==> src/rtl/pipeline_hazard_ctrl.sv <==
`default_nettype none
// ============================================================================
//  Module   : pipeline_hazard_ctrl
//  Brief    : Hazard / control unit for a 5-stage RISC-V pipeline. Drives the
//             pipeline-register stall, bubble and flush controls, PC redirect,
//             EX operand forwarding selects and saturating perf counters.
//  Revision : 1.0  initial release
// ============================================================================
module pipeline_hazard_ctrl #(
   parameter int CNT_W = 32
) (
   input  logic             clock,
   input  logic             reset,
   input  logic [4:0]       id_rs1,
   input  logic [4:0]       id_rs2,
   input  logic             id_use_rs1,
   input  logic             id_use_rs2,
   input  logic             id_valid,
   input  logic [4:0]       id_ex_rs1,
   input  logic [4:0]       id_ex_rs2,
   input  logic [4:0]       id_ex_rd,
   input  logic             id_ex_memRead,
   input  logic             id_ex_valid,
   input  logic             ex_branch_taken,
   input  logic [4:0]       ex_mem_rd,
   input  logic             ex_mem_we,
   input  logic             ex_mem_valid,
   input  logic [4:0]       mem_wb_rd,
   input  logic             mem_wb_we,
   input  logic             mem_wb_valid,
   input  logic             imem_busywait,
   input  logic             dmem_busywait,
   output logic             stall_pc,
   output logic             stall_if_id,
   output logic             stall_id_ex,
   output logic             stall_ex_mem,
   output logic             flush_if_id,
   output logic             bubble_id_ex,
   output logic             pc_redirect,
   output logic [1:0]       fwd_a,
   output logic [1:0]       fwd_b,
   output logic [CNT_W-1:0] stall_cycles,
   output logic [CNT_W-1:0] flush_events
);

   typedef enum logic [1:0] {
      RUN      = 2'd0,
      MEM_WAIT = 2'd1,
      FLUSH    = 2'd2
   } state_t;

   state_t           state_q, state_d;
   logic             pend_br_q, pend_br_d;
   logic [CNT_W-1:0] stall_cycles_q, stall_cycles_d;
   logic [CNT_W-1:0] flush_events_q, flush_events_d;

   logic ex_mem_fwd_ok;
   logic mem_wb_fwd_ok;
   logic load_use;
   logic flush_applied;

   // Producer stages that may legally forward (never x0).
   assign ex_mem_fwd_ok = ex_mem_valid & ex_mem_we & (ex_mem_rd != 5'd0);
   assign mem_wb_fwd_ok = mem_wb_valid & mem_wb_we & (mem_wb_rd != 5'd0);

   // Load in EX whose destination is read by the instruction in ID.
   assign load_use = id_valid & id_ex_valid & id_ex_memRead & (id_ex_rd != 5'd0) &
                     ((id_use_rs1 & (id_rs1 == id_ex_rd)) |
                      (id_use_rs2 & (id_rs2 == id_ex_rd)));

   // Forwarding selects, EX/MEM has priority over MEM/WB; forced off in reset.
   always_comb begin
      fwd_a = 2'b00;
      fwd_b = 2'b00;
      if (!reset) begin
         if (ex_mem_fwd_ok && (ex_mem_rd == id_ex_rs1))      fwd_a = 2'b01;
         else if (mem_wb_fwd_ok && (mem_wb_rd == id_ex_rs1)) fwd_a = 2'b10;
         if (ex_mem_fwd_ok && (ex_mem_rd == id_ex_rs2))      fwd_b = 2'b01;
         else if (mem_wb_fwd_ok && (mem_wb_rd == id_ex_rs2)) fwd_b = 2'b10;
      end
   end

   // Next-state and hazard control outputs, highest priority first.
   always_comb begin
      state_d       = state_q;
      pend_br_d     = pend_br_q;
      stall_pc      = 1'b0;
      stall_if_id   = 1'b0;
      stall_id_ex   = 1'b0;
      stall_ex_mem  = 1'b0;
      flush_if_id   = 1'b0;
      bubble_id_ex  = 1'b0;
      pc_redirect   = 1'b0;
      flush_applied = 1'b0;
      if (reset) begin
         flush_if_id  = 1'b1;
         bubble_id_ex = 1'b1;
         state_d      = RUN;
         pend_br_d    = 1'b0;
      end else if (dmem_busywait) begin
         // Freeze the whole pipe; remember a branch seen while frozen.
         stall_pc     = 1'b1;
         stall_if_id  = 1'b1;
         stall_id_ex  = 1'b1;
         stall_ex_mem = 1'b1;
         state_d      = MEM_WAIT;
         pend_br_d    = pend_br_q | ex_branch_taken;
      end else if (state_q == FLUSH) begin
         flush_if_id   = 1'b1;
         bubble_id_ex  = 1'b1;
         pc_redirect   = 1'b1;
         flush_applied = 1'b1;
         pend_br_d     = 1'b0;
         state_d       = RUN;
      end else if ((state_q == MEM_WAIT) && (pend_br_q || ex_branch_taken)) begin
         // The deferred flush is applied from the FLUSH state next cycle.
         state_d = FLUSH;
      end else begin
         // RUN rules (also reached directly from MEM_WAIT without a branch).
         state_d = RUN;
         if (ex_branch_taken) begin
            flush_if_id   = 1'b1;
            bubble_id_ex  = 1'b1;
            pc_redirect   = 1'b1;
            flush_applied = 1'b1;
         end else if (load_use || imem_busywait) begin
            stall_pc     = 1'b1;
            stall_if_id  = 1'b1;
            bubble_id_ex = 1'b1;
         end
      end
   end

   // Saturating performance counter next values.
   always_comb begin
      stall_cycles_d = stall_cycles_q;
      flush_events_d = flush_events_q;
      if (reset) begin
         stall_cycles_d = '0;
         flush_events_d = '0;
      end else begin
         if (stall_pc && !(&stall_cycles_q))
            stall_cycles_d = stall_cycles_q + CNT_W'(1);
         if (flush_applied && !(&flush_events_q))
            flush_events_d = flush_events_q + CNT_W'(1);
      end
   end

   // State, pending-branch flag and counter registers.
   always_ff @(posedge clock) begin
      state_q        <= state_d;
      pend_br_q      <= pend_br_d;
      stall_cycles_q <= stall_cycles_d;
      flush_events_q <= flush_events_d;
   end

   assign stall_cycles = stall_cycles_q;
   assign flush_events = flush_events_q;

endmodule
`default_nettype wire
==> config.mk <==
export PLATFORM = sky130hd
export DESIGN_NAME = pipeline_hazard_ctrl
export DESIGN_NICKNAME = d
export VERILOG_FILES = /design/src/rtl/pipeline_hazard_ctrl.sv
export SDC_FILE = /design/constraint.sdc
export NUM_CORES = 1
export LEC_CHECK = 0
export ABC_AREA = 1
export CORE_MARGIN = 5
export CORE_UTILIZATION = 44
export DETAILED_ROUTE_END_ITERATION = 8
export MAX_ROUTING_LAYER = met4
export PLACE_DENSITY = 0.78
export SYNTH_ARGS = -nofsm -noshare
export SYNTH_HDL_FRONTEND = slang
export SYNTH_SLANG_ARGS = --single-unit
export TNS_END_PERCENT = 100
==> constraint.sdc <==
create_clock -name clock -period 1.8 [get_ports clock]
set_input_delay 0.18 -clock clock [delete_from_list [all_inputs] [get_ports clock]]
set_output_delay 0.18 -clock clock [all_outputs]
set_load 0.01 [all_outputs]
==> results.ini, run 1 <==
[status]
status = finished, violations left
violations = setup timing

[placement]
numPortBuffers = 123
pre_cts_ws_ns = -0.623
routabilityCongestion = 1.02
placed_cell_area_sq_um = 6150
dp_hpwl_microns = 11100

[floorplanning]
core_sq_um = 9680
initial_core_util = 0.447
die_w_microns = 109
io_pins = 124
placementRows = 36
die_area_sq_um = 11900
die-height_microns = 109

[global_route]
grt_pass1_wl_microns = 23300
grt_antenna_before_repair = 0
grt-ovfl-total = 0
globalRouteTotalUtil = 0.252
grt_pass1_vias = 5124
grt_max_degree = 20

[clock_tree]
clkTransAtPathRegs_ns = 0.08
clockBufferDepth = 2
cts.sinks = 67
ctsHoldBuffers = 0
cts_tree = done
cts_inserted_buffers = 9
cts_root_buffer = clkbuf_8
htree_levels = 3
clock_latency_ns = 0.35

[timing]
fmax_mhz = 543
rsz0062_at_grt = true
worst_slew_pin_slew_ns = 0.362
finalCriticalPeriod_ns = 1.84
finalSetupViolations = 2
maxSlewHeadroom = 0.757
min_period_over_period = 1.02
layout_setup_ws_ns = -0.0402
hold_viol = 0
fin_worst_skew_ns = 0.0165
fin_setup_tns_ns = -0.0405
slew_viol_final = 0

[power_and_ir_drop]
p_seq_frac = 0.449
comb_power_share = 0.158
pwr_density_cell_nw_per_um2 = 473
swShare = 0.282
p_switching_uw = 939
p_clk_frac = 0.393
p_leak_uw = 0.00309
p_int_uw = 2400
max-vdd-ir-drop_v = 0.000347

[synthesis]
synth_top_area_share = 0.310
synth_xor_area_frac = 0.0829
synth-seq-area-share = 0.310
synth_top_family_by_area = simple AND/OR/NAND/NOR gates
synth_compound_area_frac = 0.102
ys_warn_count = 0
yosys.area_share.simple = 0.403
synthTopCellsByArea = dfxtp_1 (31%), nand2_1 (15%), nor2_1 (7.0%)
synth_area_sq_um = 4330
postSynthAreaPerCell_sq_um = 6.31
ys_ff_latch = 67
synth_mux_area_frac = 0
yosys.area.top_type = dfxtp_1
ys_types = 38
yosys.area_share.adder = 0.00578
synth_fp_nets = 738
synthCells = 687

[setup_path]
slowest_delay_ns = 0.37
critical_path_class = reg2reg
cp_cell_sequence = ha_4, nand2_4, nor2_4, nand2_4, nor2_4, nand4_4, buf_12, nand2_8, nand2_1, a21oi_1
crit_path_start_kind = flop
end_kind = flop
critPathArrivalTime_ns = 2.11
cp.required_ns = 2.07
cpLargestDelayFamily = simple AND/OR/NAND/NOR gates
path_buf_inv = 1
crit_path_top_delay_cell = dfxtp_4
worstPathMaxFanout = 6

[flow_run]
cap_viol_max_count = 0

[detailed_routing]
vias_per_cell = 5.31
drtIter0Drc = 276
drt_wl_total_microns = 15900
post-route-drc-count = 0
wire_per_inst_microns = 15.4
ant_nets = 0
vias = 5470
dr.pass1.iters = 5

[final_layout]
nNetsFinal = 944
syn_to_final_growth_pct = 62.8
design_area_sq_um = 7050
antenna_cells = 0
drive_above_1_share = 0.254
nFillCells = 757

[hold_path]
hold_class = in2reg

-- layout make-up --
class                      count  area, sq um  area share
clock inverter                 7         75.1      0.0106
tap                          133          166      0.0236
sequential                    67         1370       0.194
inverter                      83          312      0.0442
timing repair buffer         212         1970       0.279
multi-input combinational    520         3040       0.432
clock buffer                   9          124      0.0176
-- path summary, 6_finish.rpt --
path                                 startpoint                             to  slack (ns)  depth (start not counted)
setup / recovery   stall_cycles[1]$_SDFFE_PP0P_  stall_cycles[16]$_SDFFE_PP0P_       -0.04                         10
hold / removal                    dmem_busywait          state_q[0]$_SDFF_PP0_        0.47                          3
setup reg to reg   stall_cycles[1]$_SDFFE_PP0P_  stall_cycles[16]$_SDFFE_PP0P_       -0.04                         10
hold reg to reg   flush_events[10]$_SDFFE_PP0P_  flush_events[10]$_SDFFE_PP0P_        0.50                          1
-- cell families (layout without fill, tap and decap cells) --
family                   Yosys count  in the layout
AND/OR/NAND/NOR                  389            392
buffers and inverters            103            311
AO/OA/AOI/OAI                     85             85
flip-flops                        67             67
XOR/XNOR                          41             41
adder cells (fa/ha/maj)            2              2
-- synth_stat cells, drive strengths merged --
master / instances
or2: 3
o21ai: 26
a21boi: 1
nand2: 179
a22oi: 1
buf: 12
clkbuf: 8
dfxtp: 67
o2111ai: 1
nand4: 11
and3: 4
ha: 2
a21oi: 53
nor4: 6
nand3: 56
inv: 82
nor2: 87
xor2: 27
clkinv: 1
o21a: 2
nand3b: 4
and2: 1
xnor2: 14
nor3: 38
a22o: 1
-- metrics by stage --
stage / power [uW] / util / hold WS (ns) / std cells
6_report: 3330 / 0.728 / 0.468 / 1031
5_1_grt: 3450 / 0.728 / 0.489 / 1031
4_1_cts: 3270 / 0.668 / 0.444 / 1016
3_5_place_dp: 1960 / 0.636 / 0.495 / 994
3_3_place_gp: 1950 / 0.636 / 0.469 / 994
2_1_floorplan: 1720 / - / 0.256 / 687
-- flip-flops by register name, summed over array words and instances, names as in the netlist --
signal and count:
flush_events 32, pend_br_q 1, stall_cycles 32, state_q 2
-- layer usage --
layer,global-route usage,share of wire,vias to the layer above
met5,-,0,-
li1,-,-,2635
met2,0.438,0.51,264
met4,0.107,0.033,0
met1,0.291,0.39,2519
met3,0.0361,0.065,52
-- timing repair --
action / CTS / global route
endpoints found under the setup margin: 47 / 71
gates resized for setup: 65 / 125
pin swaps: 12 / 33
gates cloned: 2 / 2
buffers inserted: 4 / 15
-- worst register-to-register path: stages, from the launching register on --
cell and delay, ns:
dfxtp_4 0.37, ha_4 0.15, nand2_4 0.06, nor2_4 0.15
nand2_4 0.08, nor2_4 0.18, nand4_4 0.22, buf_12 0.22
nand2_8 0.10, nand2_1 0.07, a21oi_1 0.16
-- power groups by stage --
stage,Sequential [uW],Clock [uW],Combinational [uW]
2_1_floorplan,1530,0,188
3_3_place_gp,1530,0,419
3_5_place_dp,1530,0,430
4_1_cts,1500,1320,452
5_1_grt,1500,1380,569
6_report,1500,1310,527
-- placed cells by master, fill, tap and decap left out, types with 8 or more instances in the layout --
cell               n
nor3_4             8
clkdlybuf4s50_1   83
dlymetal6s2s_1    20
dlygate4sd2_1     13
nand2_4           11
a21oi_2           11
dfxtp_1           50
nand2_1          155
xor2_1            26
nand3_1           51
nand2_2           12
o21ai_0           14
nand4_1           10
o21ai_1           12
nor3_2             8
nor2_2            12
nor3_1            22
buf_4             81
xnor2_1           14
nor2_1            70
clkbuf_8           9
inv_2             11
inv_1             71
a21oi_1           42
dfxtp_2           16
Note: power is estimated with default switching activity, not from simulation.
==> run 2, diff against run 1 <==
- CORE_UTILIZATION: 44 -> 45
- CTS_BUF_LIST: default -> sky130_fd_sc_hd__clkbuf_4 sky130_fd_sc_hd__clkbuf_8
- PLACE_DENSITY: 0.78 -> 0.79
- TNS_END_PERCENT: 100 -> default
==> run 2 against run 1 <==
  * The flow now finishes without violations
  * Register-to-register slack improved by 0.07 ns
  * Combinational power decreased by 14%
  * Clock power increased by 11%
  * Design area decreased by 2.4%
  * Non-clock buffer count unchanged
  * Sequential power about the same
  * Global-route usage decreased by 0.50 points
  * Count of clock-buffer cells in the layout unchanged
  * Critical path type unchanged
  * Critical endpoint is now flush_events[27]$_SDFFE_PP0P_
  * Largest cell class unchanged
==> results.ini, run 2 (same netlist as run 1, synthesis figures left out) <==
[clock_tree]
clock_latency_ns = 0.36  ; was 0.35 ns
cts_inserted_buffers = 9  ; unchanged
htree_levels = 3  ; unchanged
ctsHoldBuffers = 0  ; unchanged
cts_tree = done  ; unchanged
clkTransAtPathRegs_ns = 0.09  ; was 0.08 ns
cts.sinks = 67  ; unchanged
clockBufferDepth = 2  ; unchanged
cts_root_buffer = clkbuf_8  ; unchanged

[detailed_routing]
drtIter0Drc = 206  ; was 276
post-route-drc-count = 0  ; unchanged
vias = 5347  ; was 5470
wire_per_inst_microns = 14.6  ; was 15.4 microns
ant_nets = 0  ; unchanged
vias_per_cell = 5.22  ; was 5.31
dr.pass1.iters = 5  ; unchanged
drt_wl_total_microns = 15000  ; was 15900 microns

[placement]
dp_hpwl_microns = 10800  ; was 11100 microns
dpl.cell_count = 995  ; was 994
numPortBuffers = 123  ; unchanged
routabilityCongestion = 0.944  ; was 1.02
placed_cell_area_sq_um = 6200  ; was 6150 sq um

[power_and_ir_drop]
max-vdd-ir-drop_v = 0.000378  ; was 0.000347 V
p_total_uw = 3400  ; was 3330 uW
pwr_density_cell_nw_per_um2 = 494  ; was 473 nW/um^2
p_leak_uw = 0.00295  ; was 0.00309 uW

[global_route]
grt_pass1_vias = 5074  ; was 5124
globalRouteTotalUtil = 0.247  ; was 0.252
grt_antenna_before_repair = 0  ; unchanged
grt_max_degree = 25  ; was 20
grt-ovfl-total = 0  ; unchanged
grt_pass1_wl_microns = 22900  ; was 23300 microns

[status]
status = finished clean  ; was finished, violations left

[setup_path]
cp.required_ns = 2.06  ; was 2.07 ns
end_kind = flop  ; unchanged
critical_path_class = reg2reg  ; unchanged
worstPathMaxFanout = 5  ; was 6
critPathArrivalTime_ns = 2.03  ; was 2.11 ns
crit_path_start_kind = flop  ; unchanged

[final_layout]
final-instance-count-excl-fill = 1025  ; was 1031
antenna_cells = 0  ; unchanged
drive_above_1_share = 0.237  ; was 0.254
final_cell_mix = nand2_1 (161), clkdlybuf4s50_1 (85), buf_4 (84)  ; was nand2_1 (155), clkdlybuf4s50_1 (83), buf_4 (81)
final_common_cell = nand2_1  ; unchanged
syn_to_final_growth_pct = 58.9  ; was 62.8%
nNetsFinal = 942  ; was 944
design_area_sq_um = 6890  ; was 7050 sq um
fin_util = 0.738  ; was 0.728

[hold_path]
hold_class = reg2reg  ; was in2reg

[timing]
hold_viol = 0  ; unchanged
slew_viol_final = 0  ; unchanged
finalCriticalPeriod_ns = 1.77  ; was 1.84 ns
fin_worst_skew_ns = 0.0134  ; was 0.0165 ns
worst_slew_pin_slew_ns = 0.458  ; was 0.362 ns
min_period_over_period = 0.985  ; was 1.02
maxSlewHeadroom = 0.692  ; was 0.757
fmax_mhz = 564  ; was 543 MHz
finalSetupViolations = 0  ; was 2
rsz0062_at_grt = true  ; unchanged

[floorplanning]
die_area_sq_um = 11700  ; was 11900 sq um
initial_core_util = 0.465  ; was 0.447
io_pins = 124  ; unchanged
die_w_microns = 108  ; was 109 microns
placementRows = 35  ; was 36
die-height_microns = 108  ; was 109 microns
core_sq_um = 9330  ; was 9680 sq um

[flow_run]
cap_viol_max_count = 0  ; unchanged

## run 2: where the power goes
| part | internal, uW | switching [uW] |
|---|---|---|
| Combinational | 218 | 236 |
| Sequential | 1490 | 7.42 |
| Clock | 789 | 663 |
| Total | 2500 | 906 |
## run 2: final timing paths
path | slack, ns | cells after the start | endpoint | from
worst max-delay path | 0.03 | 11 | flush_events[27]$_SDFFE_PP0P_ | flush_events[0]$_SDFFE_PP0P_
worst min-delay path | 0.47 | 1 | flush_events[10]$_SDFFE_PP0P_ | flush_events[10]$_SDFFE_PP0P_
worst max register to register | 0.03 | 11 | flush_events[27]$_SDFFE_PP0P_ | flush_events[0]$_SDFFE_PP0P_
worst min register to register | 0.47 | 1 | flush_events[10]$_SDFFE_PP0P_ | flush_events[10]$_SDFFE_PP0P_
## run 2: what timing repair did
item | CTS | global route
gates cloned | 0 | 2
setup buffers | 1 | 11
gates resized for setup | 65 | 96
pin swaps | 9 | 34
endpoints found under the setup margin | 37 | 75
## run 2: final cells by class
| type | count | area (sq um) |
|---|---|---|
| fillers | 744 | 2440 |
| well taps | 129 | 161 |
| clock buffers | 9 | 124 |
| inverters | 83 | 312 |
| clock inverters | 7 | 101 |
| repair buffers | 212 | 1910 |
| flip-flops and latches | 67 | 1360 |
| multi-input cells | 518 | 2920 |
## run 2: critical path, stage by stage (launching register included)
cell and delay (ns):
dfxtp_2 0.38, buf_6 0.12, nand3_4 0.07, nor3_2 0.20
nand2_1 0.12, nor2_2 0.18, nand2_2 0.08, nor2_4 0.14
nand2_1 0.09, nand2_1 0.08, inv_1 0.05, o21a_1 0.16
## run 2: metal layers
metal / part of all wire / track usage / routed length [microns] / vias to the layer above
met4: 0.026 / 0.0821 / 384 / 0
li1: - / - / - / 2634
met3: 0.050 / 0.0466 / 744 / 32
met2: 0.53 / 0.440 / 7860 / 204
met1: 0.40 / 0.279 / 5960 / 2477
met5: 0 / - / 0 / -
## run 2: metrics by stage
stage / hold WS (ns) / setup TNS (ns) / worst slack, ns
floorplan: 0.256 / 0 / 0.00508
global placement: 0.466 / -20.63 / -0.528
detailed placement: 0.480 / -24.35 / -0.616
CTS: 0.438 / -0.0612 / -0.0174
global route: 0.500 / -0.924 / -0.0962
finish: 0.472 / 0 / 0.0266
